## src/rtl/seq_det_ctrl_if.sv

```systemverilog
// Control and serial-data bundle for seq_det_ctrl.
// The master side drives configuration, run control and serial data; the slave side reports status.
interface seq_det_ctrl_if #(
    parameter int CNT_W = 8
);
    logic             cfg_load;
    logic [3:0]       cfg_pattern;
    logic             cfg_overlap;
    logic [CNT_W-1:0] cfg_target;
    logic             start;
    logic             abort;
    logic             inp;
    logic             inp_valid;
    logic             out;
    logic [CNT_W-1:0] match_cnt;
    logic             busy;
    logic             done;
    logic             timeout;

    modport master (
        output cfg_load, cfg_pattern, cfg_overlap, cfg_target,
        output start, abort, inp, inp_valid,
        input  out, match_cnt, busy, done, timeout
    );

    modport slave (
        input  cfg_load, cfg_pattern, cfg_overlap, cfg_target,
        input  start, abort, inp, inp_valid,
        output out, match_cnt, busy, done, timeout
    );
endinterface

```

## src/rtl/seq_det_ctrl.sv

```systemverilog
// Serial 4-bit pattern detector with match counting and run control.
// Optional idle-input timeout enabled by defining SEQ_DET_CTRL_TIMEOUT_EN.
//
// state | meaning
// IDLE  | waiting for start; cfg_load updates shadow config
// ARMED | sampling inp, counting matches
// DONE  | target reached or timed out; inp ignored until start
module seq_det_ctrl #(
    parameter int CNT_W  = 8,
    parameter int TO_CYC = 16
) (
    input  logic         clck,
    input  logic         rst,
    seq_det_ctrl_if.slave bus
);
    typedef enum logic [1:0] {IDLE = 2'd0, ARMED = 2'd1, DONE = 2'd2} state_t;

    state_t           state, state_nx;
    logic [3:0]       hist;
    logic [2:0]       fill;
    logic [CNT_W-1:0] cnt;
    logic             out_q;
    logic [3:0]       sh_pattern;
    logic             sh_overlap;
    logic [CNT_W-1:0] sh_target;

    logic [3:0]       hist_nx;
    logic [2:0]       fill_nx;
    logic [CNT_W-1:0] cnt_inc;
    logic             match;
    logic             to_hit;
    logic             arm;

    if (TO_CYC < 1) begin : g_bad_to_cyc
        $error("seq_det_ctrl: TO_CYC must be at least 1");
    end

    assign hist_nx = {hist[2:0], bus.inp};
    assign fill_nx = (fill == 3'd4) ? 3'd4 : fill + 3'd1;
    assign cnt_inc = (&cnt) ? cnt : cnt + 1'b1;
    assign match   = (state == ARMED) && bus.inp_valid &&
                     (hist_nx == sh_pattern) && (fill_nx == 3'd4);
    assign arm     = (state == IDLE) && bus.start && !bus.abort;

    always_ff @(posedge clck) begin
        if (rst) state <= IDLE;
        else     state <= state_nx;
    end

    always_comb begin
        state_nx = state;
        case (state)
            IDLE:  if (arm) state_nx = ARMED;
            ARMED: begin
                if (bus.abort)
                    state_nx = IDLE;
                else if (match && (sh_target != '0) && (cnt_inc == sh_target))
                    state_nx = DONE;
                else if (to_hit)
                    state_nx = DONE;
            end
            DONE:  if (bus.abort || bus.start) state_nx = IDLE;
            default: state_nx = IDLE;
        endcase
    end

    always_comb begin
        bus.busy = (state == ARMED);
        bus.done = (state == DONE);
    end

    // Abort suppresses both the history update and the match pulse.
    always_ff @(posedge clck) begin
        if (rst) begin
            hist       <= 4'b0000;
            fill       <= 3'd0;
            cnt        <= '0;
            out_q      <= 1'b0;
            sh_pattern <= 4'b1010;
            sh_overlap <= 1'b1;
            sh_target  <= '0;
        end else begin
            out_q <= 1'b0;
            if (state == IDLE && bus.cfg_load) begin
                sh_pattern <= bus.cfg_pattern;
                sh_overlap <= bus.cfg_overlap;
                sh_target  <= bus.cfg_target;
            end
            if (arm) begin
                hist <= 4'b0000;
                fill <= 3'd0;
                cnt  <= '0;
            end else if (state == ARMED && !bus.abort && bus.inp_valid) begin
                hist <= hist_nx;
                fill <= (match && !sh_overlap) ? 3'd0 : fill_nx;
                if (match) begin
                    out_q <= 1'b1;
                    cnt   <= cnt_inc;
                end
            end
        end
    end

    assign bus.out       = out_q;
    assign bus.match_cnt = cnt;

`ifdef SEQ_DET_CTRL_TIMEOUT_EN
    localparam int TMR_W = $clog2(TO_CYC + 1);

    logic [TMR_W-1:0] tmr;
    logic             timeout_q;

    assign to_hit = (state == ARMED) && !bus.inp_valid && (tmr == TMR_W'(1));

    // Down-counter reloaded on arm and on every valid bit; terminal count 1.
    always_ff @(posedge clck) begin
        if (rst) begin
            tmr       <= TMR_W'(TO_CYC);
            timeout_q <= 1'b0;
        end else if (arm) begin
            tmr       <= TMR_W'(TO_CYC);
            timeout_q <= 1'b0;
        end else if (state == ARMED && !bus.abort) begin
            if (bus.inp_valid)
                tmr <= TMR_W'(TO_CYC);
            else if (to_hit)
                timeout_q <= 1'b1;
            else
                tmr <= tmr - 1'b1;
        end
    end

    assign bus.timeout = timeout_q;
`else
    assign to_hit      = 1'b0;
    assign bus.timeout = 1'b0;
`endif
endmodule

```

## src/flat_wrapper.sv

```systemverilog
// flat-port wrapper written by rule: the top's interface ports become plain ports
module seq_det_ctrl_flat 
#(
    parameter int CNT_W  = 8,
    parameter int TO_CYC = 16
)
  (clck, rst, bus_cfg_load, bus_cfg_pattern, bus_cfg_overlap, bus_cfg_target, bus_start, bus_abort, bus_inp, bus_inp_valid, bus_out, bus_match_cnt, bus_busy, bus_done, bus_timeout);
  seq_det_ctrl_if #(.CNT_W(CNT_W)) bus_i ();
  input  logic clck;
  input  logic rst;
  input wire logic [$bits(bus_i.cfg_load)-1:0] bus_cfg_load;
  input wire logic [$bits(bus_i.cfg_pattern)-1:0] bus_cfg_pattern;
  input wire logic [$bits(bus_i.cfg_overlap)-1:0] bus_cfg_overlap;
  input wire logic [$bits(bus_i.cfg_target)-1:0] bus_cfg_target;
  input wire logic [$bits(bus_i.start)-1:0] bus_start;
  input wire logic [$bits(bus_i.abort)-1:0] bus_abort;
  input wire logic [$bits(bus_i.inp)-1:0] bus_inp;
  input wire logic [$bits(bus_i.inp_valid)-1:0] bus_inp_valid;
  output wire logic [$bits(bus_i.out)-1:0] bus_out;
  output wire logic [$bits(bus_i.match_cnt)-1:0] bus_match_cnt;
  output wire logic [$bits(bus_i.busy)-1:0] bus_busy;
  output wire logic [$bits(bus_i.done)-1:0] bus_done;
  output wire logic [$bits(bus_i.timeout)-1:0] bus_timeout;
  assign bus_i.cfg_load = bus_cfg_load;
  assign bus_i.cfg_pattern = bus_cfg_pattern;
  assign bus_i.cfg_overlap = bus_cfg_overlap;
  assign bus_i.cfg_target = bus_cfg_target;
  assign bus_i.start = bus_start;
  assign bus_i.abort = bus_abort;
  assign bus_i.inp = bus_inp;
  assign bus_i.inp_valid = bus_inp_valid;
  assign bus_out = bus_i.out;
  assign bus_match_cnt = bus_i.match_cnt;
  assign bus_busy = bus_i.busy;
  assign bus_done = bus_i.done;
  assign bus_timeout = bus_i.timeout;
  seq_det_ctrl #(.CNT_W(CNT_W), .TO_CYC(TO_CYC)) u_core (.clck(clck), .rst(rst), .bus(bus_i));
endmodule
```

## config.mk

```make
export PLATFORM = sky130hd
export DESIGN_NAME = seq_det_ctrl_flat
export DESIGN_NICKNAME = d
export VERILOG_FILES = /design/src/rtl/seq_det_ctrl_if.sv /design/src/rtl/seq_det_ctrl.sv /design/src/flat_wrapper.sv
export SDC_FILE = /design/constraint.sdc
export NUM_CORES = 1
export LEC_CHECK = 0
export ABC_AREA = 0
export CORE_MARGIN = 5
export CORE_UTILIZATION = 56
export CTS_CLUSTER_DIAMETER = 50
export DETAILED_ROUTE_END_ITERATION = 12
export PLACE_DENSITY = 0.8
export SLEW_MARGIN = 20
export SYNTH_ARGS = -nofsm -noshare
export SYNTH_HDL_FRONTEND = slang
export SYNTH_SLANG_ARGS = --single-unit
```

## constraint.sdc

```tcl
create_clock -name clck -period 3.95 [get_ports clck]
set_clock_uncertainty 0.1 [all_clocks]
set_input_delay 0.5925 -clock clck [delete_from_list [all_inputs] [get_ports clck]]
set_output_delay 0.5925 -clock clck [all_outputs]
set_load 0.005 [all_outputs]
```

==> qor.json, run 1 <==
{
  "crit-reg2reg-launch": {"value": "u_core.bus.match_cnt[0]"},
  "synth.avg_cell_area": {"value": 8.04, "unit": "sq um"},
  "post_synth_fa_ha_maj_area_fraction": {"value": 0.0205},
  "clock_tree.buffer_depth": {"value": 2},
  "cts.htree.levels": {"value": 2},
  "synth_edf_count": {"value": 0},
  "synth.most_common_cell": {"value": "nand2_1"},
  "vdd.ir_drop.worst": {"value": 0.000231, "unit": "V"},
  "vias_in_the_first_global_route": {"value": 1505},
  "synth-async-reset-ratio": {"value": 0},
  "yosys.area_share.simple": {"value": 0.312},
  "tritoncts.num_buffers": {"value": 5},
  "total_die_area": {"value": 4520, "unit": "sq um"},
  "area.sequential": {"value": 601, "unit": "sq um"},
  "tightestPinTransition": {"value": 536, "unit": "ps"},
  "cts.clk_slew.worst_paths": {"value": 110, "unit": "ps"},
  "worst_path_largest_cell_delay": {"value": 550, "unit": "ps"},
  "synthToLayoutAreaGrowth": {"value": 17.4, "unit": "%"},
  "drt_iter0_drc": {"value": 185},
  "layout.filler_cells": {"value": 269},
  "run_status": {"value": "complete, no violations"},
  "critical-path-top-delay-family": {"value": "compound AO/OA/AOI/OAI gates"},
  "leakagePower": {"value": 0.777, "unit": "nW"},
  "io-pin-count": {"value": 32},
  "synth.mux.area_fraction": {"value": 0.0273},
  "timing.final.crit_share": {"value": 0.628},
  "final_antenna_net_count": {"value": 0},
  "synth_area": {"value": 1830, "unit": "sq um"},
  "ys.warnings.count": {"value": 0},
  "synth_compound_gate_area_share": {"value": 0.196},
  "dominant_combinational_cell_family_by_area_after_synthesis": {"value": "simple AND/OR/NAND/NOR gates"},
  "synthTopCellsByArea": {"value": "dfxtp_1, nand2_1, a21oi_1, nor2_1, xor2_1"},
  "layout.nets": {"value": 274},
  "worst-setup-path-type": {"value": "reg -> reg"},
  "fp-row-count": {"value": 20},
  "critical_path_arrival": {"value": 2640, "unit": "ps"},
  "worst-path-stages": {"value": 7},
  "cellPowerDensity": {"value": 271, "unit": "nW/um^2"},
  "max_slew_margin": {"value": 0.641},
  "top_cells_by_instance_count_after_synthesis": {"value": "nand2_1, dfxtp_1, a21oi_1"},
  "final_util": {"value": 0.694},
  "place_hpwl": {"value": 2.97, "unit": "mm"},
  "worstSetupStartpointType": {"value": "flop"},
  "drc_errors": {"value": 0},
  "setup.worst_path.start": {"value": "u_core.bus.match_cnt[0]"},
  "detail_route.wl_per_cell": {"value": 13.2, "unit": "microns"},
  "cts_hold_repair.buffers": {"value": 0},
  "synthDistinctLibCells": {"value": 51},
  "yosysSeqAreaShare": {"value": 0.327},
  "slowest_stage_cell_on_the_critical_path": {"value": "dfxtp_1"},
  "die-height": {"value": 67.2, "unit": "microns"},
  "cp_cell_sequence": {"value": "ha_1 -> and3_1 -> nor4_1 -> a211oi_1 -> o221a_2 -> nand4_2 -> a211oi_2"},
  "setup_viol_count_final": {"value": 0},
  "coreArea": {"value": 3100, "unit": "sq um"},
  "grt_first_pass_wirelength": {"value": 6.76, "unit": "mm"},
  "fin_tns_setup": {"value": 0, "unit": "ps"},
  "number_of_antenna_violations_at_the_first_check_in_global_routing": {"value": 0},
  "ratio_of_cells_with_drive_above_1_in_the_final_layout": {"value": 0.0873},
  "slew_violations": {"value": 0},
  "io_buffer_count": {"value": 30},
  "reg2reg_depth": {"value": 7},
  "hold_path_class": {"value": "reg -> reg"},
  "cts_tree": {"value": "done"},
  "netlist_instances": {"value": 228},
  "antenna_cells": {"value": 0},
  "worst_skew_pair.late_latency": {"value": 330, "unit": "ps"},
  "cts_setup_buffers": {"value": 0},
  "multiInputGateArea": {"value": 1110, "unit": "sq um"},
  "syn-num-nets": {"value": 251},
  "ys_seq_elements": {"value": 30},
  "vias_after_detailed_routing": {"value": 1663},
  "rsz_0062_raised_after_global_routing": {"value": "no"},
  "yosysTopAreaCellShare": {"value": 0.327},
  "cts_root_buffer": {"value": "clkbuf_4"},
  "finalHoldViolations": {"value": 0},
  "floorplan.initialDensity": {"value": 0.591},
  "number_of_instances_resized_during_post_cts_repair": {"value": 0},
  "tritoncts_num_sinks": {"value": 30},
  "worst-endpoint-required": {"value": 4110, "unit": "ps"},
  "synth_ff_type": {"value": "dfxtp_1"},
  "cp.buffers_inverters": {"value": 0},
  "maxClockFrequency": {"value": 0.403, "unit": "GHz"},
  "grt_start_max_net_pins": {"value": 17},
  "drt-vias-per-instance": {"value": 5.62},
  "worst_setup_path_end_kind": {"value": "flop"},
  "grt.overflow.total": {"value": 0},
  "critical_path.max_fanout": {"value": 11},
  "fp.dieW": {"value": 67.2, "unit": "microns"},
  "routabilityCongestion": {"value": 0.891},
  "wirelength": {"value": 3.92, "unit": "mm"},
  "globalRouteTotalUtil": {"value": 0.196},
  "post-route-min-period": {"value": 2480, "unit": "ps"},
  "regToRegEndpoint": {"value": "u_core.state[1]"},
  "synth_xor_area_frac": {"value": 0.0477},
  "drt_pass1_iterations": {"value": 4},
  "synth.largest_area_cell": {"value": "dfxtp_1"},
  "maxCapViolations": {"value": 0},
  "endpoint": {"value": "u_core.state[1]"},
  "setup.reg_to_reg.worst_slack": {"value": 1470, "unit": "ps"}
}
==> through the flow <==
stage | worst slack, ps | area, sq um | power [mW] | cells | hold WS (ps)
floorplan | 1920 | 1830 | 0.368 | 228 | 338
global placement | 1360 | 2090 | 0.396 | 288 | 372
detailed placement | 1350 | 2090 | 0.396 | 288 | 373
CTS | 1490 | 2150 | 0.592 | 296 | 381
global route | 1280 | 2150 | 0.617 | 296 | 411
finish | 1470 | 2150 | 0.584 | 296 | 379
==> final cells by class <==
type / count / area share
Timing Repair Buffer: 30 / 0.139
Inverter: 6 / 0.0105
Clock buffer: 6 / 0.0238
Clock inverter: 2 / 0.00581
Tap cell: 44 / 0.0256
Multi-Input combinational cell: 178 / 0.516
Sequential cell: 30 / 0.279
==> sequential cells by signal (all words and copies together), names as in the netlist <==
register / count
u_core.sh_target: 8
u_core.bus.out: 1
u_core.bus.match_cnt: 8
u_core.sh_pattern: 4
u_core.state: 2
u_core.sh_overlap: 1
u_core.fill: 3
u_core.hist: 3
==> power by group <==
part           internal (mW)  switching, mW  leakage (nW)  total (mW)
logic                 0.0354         0.0312         0.498      0.0667
registers              0.311         0.0107         0.244       0.322
clock network         0.0854          0.110        0.0343       0.196
==> metal layers <==
metal | up-vias | GRT usage | wire length, microns
met1 | 741 | 0.244 | 1820
met4 | 0 | 0.0785 | 57
li1 | 845 | - | -
met3 | 6 | 0.0632 | 337
met2 | 71 | 0.312 | 1710
met5 | - | 0 | 0
==> placed cells by master (no fill, tap or decap), drive strengths merged, types with 2 or more instances in the layout <==
| master | netlist | final |
|---|---|---|
| nor3 | 6 | 6 |
| xor2 | 6 | 6 |
| clkbuf | 4 | 6 |
| ha | 3 | 3 |
| nor2 | 22 | 22 |
| nor4 | 7 | 7 |
| o21ai | 7 | 7 |
| nand3 | 4 | 4 |
| o21bai | 2 | 2 |
| and2 | 2 | 2 |
| clkdlybuf4s50 | 0 | 30 |
| nand4 | 4 | 4 |
| a211oi | 6 | 6 |
| a32oi | 2 | 2 |
| nor2b | 4 | 4 |
| inv | 6 | 6 |
| nand3b | 4 | 4 |
| mux2i | 5 | 5 |
| xnor2 | 4 | 4 |
| dfxtp | 30 | 30 |
| o211a | 2 | 2 |
| a21oi | 24 | 24 |
| a311oi | 2 | 2 |
| and4 | 3 | 3 |
| nand2 | 46 | 46 |
==> cells by family after synthesis <==
family,after synthesis
AO/OA/AOI/OAI,52
XOR/XNOR,10
adder cells (fa/ha/maj),3
buffers and inverters,20
flip-flops,30
multiplexers,5
other,1
AND/OR/NAND/NOR,107
==> worst min-delay path, stage by stage, from the launching register on <==
cell and delay [ps]:
dfxtp_1 340, nand2_1 60, a21oi_1 50
==> worst min path at each step <==
stage	depth (start not counted)	slack [ps]	start	end
floorplan	2	340	u_core.sh_overlap	u_core.sh_overlap
global placement	2	370	u_core.hist[0]	u_core.hist[1]
detailed placement	2	370	u_core.hist[0]	u_core.hist[1]
CTS	2	380	u_core.hist[0]	u_core.hist[1]
global route	2	410	u_core.hist[0]	u_core.hist[1]
finish	2	380	u_core.hist[0]	u_core.hist[1]
Note: power is estimated with default switching activity, not from simulation.
==> inputs of run 2 (changes only) <==
--- a/config.mk
+++ b/config.mk
@@ -7,10 +7,10 @@
 export LEC_CHECK = 0
 export ABC_AREA = 0
 export CORE_MARGIN = 5
-export CORE_UTILIZATION = 56
+export CORE_UTILIZATION = 47
 export CTS_CLUSTER_DIAMETER = 50
 export DETAILED_ROUTE_END_ITERATION = 12
-export PLACE_DENSITY = 0.8
+export PLACE_DENSITY = 0.71
 export SLEW_MARGIN = 20
 export SYNTH_ARGS = -nofsm -noshare
 export SYNTH_HDL_FRONTEND = slang
==> constraint.sdc (replaced) <==
create_clock -name clck -period 2.08 [get_ports clck]
set_clock_uncertainty 0.1 [all_clocks]
set_input_delay 0.312 -clock clck [delete_from_list [all_inputs] [get_ports clck]]
set_output_delay 0.312 -clock clck [all_outputs]
set_load 0.005 [all_outputs]
==> run 2 against run 1 <==
Effect of this change:
- global-route usage is 2.1 points lower
- core utilization is 2.7 points lower
- setup slack worse by 1400 ps
==> qor.json, run 2 (same netlist as run 1, synthesis figures left out) <==
{
  "timing.final.crit_share": {"value": 0.946},
  "combPwrFrac": {"value": 0.104},
  "vdd.ir_drop.worst": {"value": 0.000496, "unit": "V"},
  "drt_iter0_drc": {"value": 117},
  "setup_slack_at_placement": {"value": -175, "unit": "ps"},
  "globalRouteTotalUtil": {"value": 0.175},
  "totalPowerFinal": {"value": 1.33, "unit": "mW"},
  "vias_in_the_first_global_route": {"value": 1564},
  "grt_first_pass_wirelength": {"value": 7.20, "unit": "mm"},
  "wirelength": {"value": 4.47, "unit": "mm"},
  "io-pin-count": {"value": 32},
  "worst-setup-path-type": {"value": "reg -> reg"},
  "hold_path_depth": {"value": 2},
  "cts_root_buffer": {"value": "clkbuf_8"},
  "number_of_antenna_violations_at_the_first_check_in_global_routing": {"value": 0},
  "cts.clk_slew.worst_paths": {"value": 70, "unit": "ps"},
  "maxCapViolations": {"value": 0},
  "seqPwrFrac": {"value": 0.461},
  "clock_tree.buffer_depth": {"value": 2},
  "place_hpwl": {"value": 3.41, "unit": "mm"},
  "p_switching": {"value": 0.310, "unit": "mW"},
  "vias_after_detailed_routing": {"value": 1797},
  "finalHoldViolations": {"value": 0},
  "cell_internal_pwr": {"value": 1.02, "unit": "mW"},
  "holdCritStartpoint": {"value": "u_core.sh_pattern[0]"},
  "drt_pass1_iterations": {"value": 4},
  "area.sequential": {"value": 601, "unit": "sq um"},
  "crit_top_cell": {"value": "o21ai_0"},
  "critical_path.max_fanout": {"value": 9},
  "multiInputGateArea": {"value": 1170, "unit": "sq um"},
  "die-height": {"value": 72.5, "unit": "microns"},
  "synthToLayoutAreaGrowth": {"value": 35.1, "unit": "%"},
  "fp-row-count": {"value": 22},
  "mostFrequentLayoutCell": {"value": "nand2_1"},
  "worst-endpoint-required": {"value": 2190, "unit": "ps"},
  "ratio_of_cells_with_drive_above_1_in_the_final_layout": {"value": 0.203},
  "crit-reg2reg-launch": {"value": "u_core.bus.match_cnt[1]"},
  "detail_route.wl_per_cell": {"value": 13.6, "unit": "microns"},
  "maxClockFrequency": {"value": 0.508, "unit": "GHz"},
  "setup.reg_to_reg.worst_slack": {"value": 110, "unit": "ps"},
  "post-route-min-period": {"value": 1970, "unit": "ps"},
  "cp.buffers_inverters": {"value": 1},
  "leakagePower": {"value": 0.946, "unit": "nW"},
  "layout.nets": {"value": 303},
  "grt.overflow.total": {"value": 0},
  "cts_tree": {"value": "done"},
  "worstSetupStartpointType": {"value": "flop"},
  "coreArea": {"value": 3720, "unit": "sq um"},
  "worst_skew_pair.late_latency": {"value": 290, "unit": "ps"},
  "io_buffer_count": {"value": 30},
  "total_die_area": {"value": 5250, "unit": "sq um"},
  "final_util": {"value": 0.667},
  "run_status": {"value": "complete, no violations"},
  "tritoncts_num_sinks": {"value": 30},
  "worst_setup_path_end_kind": {"value": "flop"},
  "layout.cells.most_common_list": {"value": "nand2_1, clkdlybuf4s50_1, dfxtp_1, buf_4, a21oi_1"},
  "slowest_stage_cell_on_the_critical_path": {"value": "dfxtp_1"},
  "worst_path_largest_cell_delay": {"value": 340, "unit": "ps"},
  "drt-vias-per-instance": {"value": 5.46},
  "slew_violations": {"value": 0},
  "tritoncts.num_buffers": {"value": 5},
  "hold_path_class": {"value": "reg -> reg"},
  "cts.htree.levels": {"value": 2},
  "regToRegEndpoint": {"value": "u_core.state[1]"},
  "reg2reg_depth": {"value": 8},
  "cellPowerDensity": {"value": 536, "unit": "nW/um^2"},
  "finalWorstSetupSlack": {"value": 112, "unit": "ps"},
  "grt_start_max_net_pins": {"value": 16},
  "critical_path_arrival": {"value": 2080, "unit": "ps"},
  "worst_hold_path.endpoint": {"value": "u_core.sh_pattern[0]"},
  "final_antenna_net_count": {"value": 0},
  "pwr-share-clk": {"value": 0.435},
  "cp_cell_sequence": {"value": "ha_4 -> buf_4 -> xnor2_1 -> o21ai_0 -> o21ai_0 -> a32oi_2 -> nand4_2 -> a211oi_2"},
  "swShare": {"value": 0.234},
  "cts_hold_repair.buffers": {"value": 0},
  "routabilityCongestion": {"value": 0.927},
  "critical-path-top-delay-family": {"value": "compound AO/OA/AOI/OAI gates"},
  "drc_errors": {"value": 0},
  "antenna_cells": {"value": 0},
  "fp.dieW": {"value": 72.5, "unit": "microns"},
  "layout.filler_cells": {"value": 316},
  "setup_viol_count_final": {"value": 0},
  "floorplan.initialDensity": {"value": 0.494}
}
## run 2: repair_timing
item | 4_1_cts | 5_1_grt
pin swaps | 1 | 2
setup endpoints to repair | 3 | 10
endpoints found under the hold margin | 0 | 0
buffers inserted | 2 | 0
gates resized for setup | 2 | 7
## run 2: power groups by stage
stage               combinational, mW  clock (mW)  sequential, mW
floorplan                      0.0802           0           0.618
global placement                0.133           0           0.624
detailed placement              0.134           0           0.624
CTS                             0.136       0.583           0.611
global route                    0.151       0.606           0.614
finish                          0.138       0.578           0.612
## run 2: how the worst max path moves through the flow
stage	to	slack, ps	cells after the start	start
2_1_floorplan	u_core.bus.match_cnt[5]	50	7	u_core.fill[0]
3_3_place_gp	u_core.state[1]	-150	8	bus_inp_valid
3_5_place_dp	u_core.bus.match_cnt[1]	-170	7	bus_inp_valid
4_1_cts	u_core.state[1]	20	8	u_core.fill[0]
5_1_grt	u_core.bus.match_cnt[1]	-7	8	u_core.fill[1]
6_report	u_core.state[1]	110	8	u_core.bus.match_cnt[1]
## run 2: layout make-up
| cell class | instances | area share |
|---|---|---|
| Tap cell | 48 | 0.0242 |
| Inverter | 6 | 0.00909 |
| Multi-Input combinational cell | 178 | 0.471 |
| Sequential cell | 30 | 0.242 |
| Clock inverter | 3 | 0.0162 |
| Clock buffer | 5 | 0.0278 |
| Timing Repair Buffer | 59 | 0.209 |
## run 2: metal layers
metal	share of wire	global-route usage	wire, microns
met1	0.46	0.234	2040
met2	0.46	0.274	2050
met5	0	0	0
met4	0.016	0.0615	70
met3	0.071	0.0416	319
## run 2: per-stage QoR
stage / area (sq um) / TNS [ps] / cells / hold WS, ps
final: 2480 / 0 / 329 / 385
after global routing: 2480 / -7.12 / 329 / 410
after CTS: 2430 / 0 / 329 / 387
after detailed placement: 2300 / -1200 / 319 / 375
after global placement: 2300 / -961 / 319 / 365
after floorplan: 1830 / 0 / 228 / 277
## run 2: worst register-to-register path: cells and delay by family (launching register included)
kind | cells | cell delay, ps
compound gates | 4 | 830
flops | 1 | 340
fa+ha+maj | 1 | 200
buf+inv | 1 | 150
simple gates | 1 | 140
xor+xnor | 1 | 120
==> inputs of run 3 (changes only) <==
--- a/config.mk
+++ b/config.mk
@@ -6,11 +6,13 @@
 export NUM_CORES = 1
 export LEC_CHECK = 0
 export ABC_AREA = 0
+export CELL_PAD_IN_SITES_DETAIL_PLACEMENT = 0
+export CELL_PAD_IN_SITES_GLOBAL_PLACEMENT = 2
 export CORE_MARGIN = 5
-export CORE_UTILIZATION = 47
+export CORE_UTILIZATION = 28
 export CTS_CLUSTER_DIAMETER = 50
 export DETAILED_ROUTE_END_ITERATION = 12
-export PLACE_DENSITY = 0.71
+export PLACE_DENSITY = 0.72
 export SLEW_MARGIN = 20
 export SYNTH_ARGS = -nofsm -noshare
 export SYNTH_HDL_FRONTEND = slang
==> constraint.sdc (replaced) <==
create_clock -name clck -period 1.7 [get_ports clck]
set_clock_uncertainty 0.1 [all_clocks]
set_input_delay 0.255 -clock clck [delete_from_list [all_inputs] [get_ports clck]]
set_output_delay 0.255 -clock clck [all_outputs]
set_load 0.005 [all_outputs]
==> run 3 against run 2 <==
Effect of this change:
- the flow now finishes with violations (setup timing)
- clock power rose by 4.5%
- largest cell class unchanged
- critical endpoint unchanged
- largest power group unchanged
- cell count is 18% higher
- count of clock-buffer cells in the layout grew 2
- hold slack improved by 13 ps
- first-iteration DRC count is 26% lower
- global-route usage shrank 4.0 points
==> qor.json, run 3 (same netlist as run 1, synthesis figures left out) <==
{
  "drt-vias-per-instance": {"value": 4.82},
  "grt.met3_usage": {"value": 0.0355},
  "maxClockFrequency": {"value": 0.528, "unit": "GHz"},
  "finalHoldViolations": {"value": 0},
  "worst-setup-path-type": {"value": "reg -> reg"},
  "run_status": {"value": "complete, but fails checks"},
  "cts_hold_repair.buffers": {"value": 0},
  "finalWorstSetupSlack": {"value": -193, "unit": "ps"},
  "mostFrequentLayoutCell": {"value": "buf_4"},
  "regToRegEndpoint": {"value": "u_core.state[1]"},
  "worst_setup_path_end_kind": {"value": "flop"},
  "setup_slack_at_placement": {"value": -474, "unit": "ps"},
  "cts.htree.levels": {"value": 2},
  "setup.reg_to_reg.worst_slack": {"value": -190, "unit": "ps"},
  "final_util": {"value": 0.451},
  "place_hpwl": {"value": 4.10, "unit": "mm"},
  "critical-path-top-delay-family": {"value": "compound AO/OA/AOI/OAI gates"},
  "wirelength": {"value": 5.43, "unit": "mm"},
  "layout.cells.most_common_list": {"value": "buf_4, nand2_1, clkdlybuf4s50_1, a21oi_1"},
  "final_antenna_net_count": {"value": 0},
  "violated_checks": {"value": "setup timing"},
  "fp.dieW": {"value": 90.9, "unit": "microns"},
  "io_buffer_count": {"value": 30},
  "grt.busiest_layer": {"value": "met2"},
  "floorplan.initialDensity": {"value": 0.289},
  "grt.overflow.total": {"value": 0},
  "io-pin-count": {"value": 32},
  "routabilityCongestion": {"value": 0.866},
  "worst_skew_pair.late_latency": {"value": 280, "unit": "ps"},
  "worst-endpoint-required": {"value": 1800, "unit": "ps"},
  "layout.nets": {"value": 333},
  "hold_path_class": {"value": "reg -> reg"},
  "total_die_area": {"value": 8270, "unit": "sq um"},
  "tritoncts_num_sinks": {"value": 30},
  "worstSetupStartpointType": {"value": "flop"},
  "cts_root_buffer": {"value": "clkbuf_8"},
  "critical_path.max_fanout": {"value": 5},
  "detail_route.wl_per_cell": {"value": 14.0, "unit": "microns"},
  "grt_first_pass_wirelength": {"value": 9.11, "unit": "mm"},
  "coreArea": {"value": 6350, "unit": "sq um"},
  "fp-row-count": {"value": 29},
  "grt_start_max_net_pins": {"value": 16},
  "clock_tree.buffer_depth": {"value": 2},
  "reg2reg_depth": {"value": 7},
  "holdWs": {"value": 398, "unit": "ps"},
  "critical_path_arrival": {"value": 2000, "unit": "ps"},
  "timing.final.crit_share": {"value": 1.11},
  "design_area": {"value": 2870, "unit": "sq um"},
  "vdd.ir_drop.worst": {"value": 0.000364, "unit": "V"},
  "tritoncts.num_buffers": {"value": 5},
  "post-route-min-period": {"value": 1890, "unit": "ps"},
  "ratio_of_cells_with_drive_above_1_in_the_final_layout": {"value": 0.363},
  "crit_top_cell": {"value": "a211oi_2"},
  "number_of_antenna_violations_at_the_first_check_in_global_routing": {"value": 0},
  "vias_after_detailed_routing": {"value": 1872},
  "slowest_stage_cell_on_the_critical_path": {"value": "dfxtp_4"},
  "leakagePower": {"value": 1.12, "unit": "nW"},
  "cts_tree": {"value": "done"},
  "slew_violations": {"value": 0},
  "setup_viol_count_final": {"value": 11},
  "worst_path_largest_cell_delay": {"value": 370, "unit": "ps"},
  "crit-reg2reg-launch": {"value": "u_core.bus.match_cnt[1]"},
  "rsz_0062_raised_after_global_routing": {"value": "yes"},
  "antenna_cells": {"value": 0},
  "globalRouteTotalUtil": {"value": 0.135},
  "placedInstanceArea": {"value": 2610, "unit": "sq um"},
  "drt_pass1_iterations": {"value": 4},
  "cellPowerDensity": {"value": 545, "unit": "nW/um^2"},
  "drt_iter0_drc": {"value": 87},
  "cts.clk_slew.worst_paths": {"value": 70, "unit": "ps"},
  "worst_hold_path.endpoint": {"value": "u_core.sh_pattern[0]"},
  "cp_cell_sequence": {"value": "ha_4 -> and3_4 -> nand4b_1 -> a211oi_2 -> o221a_2 -> nand4_4 -> a211oi_2"},
  "synthToLayoutAreaGrowth": {"value": 56.3, "unit": "%"},
  "met2_usage": {"value": 0.200},
  "drc_errors": {"value": 0},
  "maxCapViolations": {"value": 0},
  "holdCritStartpoint": {"value": "u_core.sh_pattern[0]"},
  "cp.buffers_inverters": {"value": 0},
  "die-height": {"value": 90.9, "unit": "microns"},
  "vias_in_the_first_global_route": {"value": 1888},
  "hold_path_depth": {"value": 2},
  "use_met1": {"value": 0.187}
}
## run 3: changes by cell type in the layout (fill, tap and decap cells not counted), sizes merged, moves of 2 or more
cell,before,now
buf,29,59
dlygate4sd2,0,2
clkbuf,5,7
clkdlybuf4s50,30,27
## run 3: area by class of cell
type                            count  area, sq um
Tap cell                           77         96.3
Multi-Input combinational cell    178         1270
Clock inverter                      1         5.00
Fill cell                         627         3480
Inverter                            6         22.5
Clock buffer                        7         86.3
Timing Repair Buffer               89          767
Sequential cell                    30          617
## run 3: how the worst max path moves through the flow
stage | start | end | slack [ps] | cells past startpoint
finish | u_core.bus.match_cnt[1] | u_core.state[1] | -190 | 7
global route | u_core.fill[1] | u_core.bus.match_cnt[7] | -300 | 9
CTS | u_core.bus.match_cnt[1] | u_core.state[1] | -180 | 7
detailed placement | bus_inp_valid | u_core.bus.match_cnt[7] | -470 | 8
global placement | bus_inp_valid | u_core.bus.match_cnt[1] | -440 | 7
floorplan | u_core.fill[0] | u_core.bus.match_cnt[1] | -80 | 8
## run 3: worst register-to-register path, delay by kind of cell, from the launching register on
| kind | cells | cell delay (ps) |
|---|---|---|
| fa+ha+maj | 1 | 180 |
| compound gates | 3 | 690 |
| simple gates | 3 | 480 |
| flops | 1 | 370 |
## run 3: what timing repair did
item                                    in CTS  in global routing
pin swaps                                   11                  9
cloned                                       0                  0
buffers inserted                             3                  1
endpoints found under the setup margin      16                 16
resized for setup                           26                  9
## run 3: power by group
| group | total [mW] | switching [mW] | leakage, nW | internal (mW) |
|---|---|---|---|---|
| Clock | 0.604 | 0.278 | 0.0482 | 0.326 |
| Combinational | 0.212 | 0.0974 | 0.824 | 0.114 |
| Sequential | 0.747 | 0.0239 | 0.250 | 0.723 |
| Total | 1.56 | 0.399 | 1.12 | 1.16 |
## run 3: routing by layer
layer  vias up  routed length, microns
li1        974                       -
met1       851                    2690
met2        34                    2380
met3        13                     222
met4         0                     133
met5         -                       0
## run 3: metrics by stage
step,instances,power (mW),setup TNS (ps)
CTS,387,1.58,-1330
global placement,376,0.959,-4300
finish,388,1.56,-1410
global route,388,1.64,-2970
floorplan,228,0.855,-251
detailed placement,376,0.960,-4540
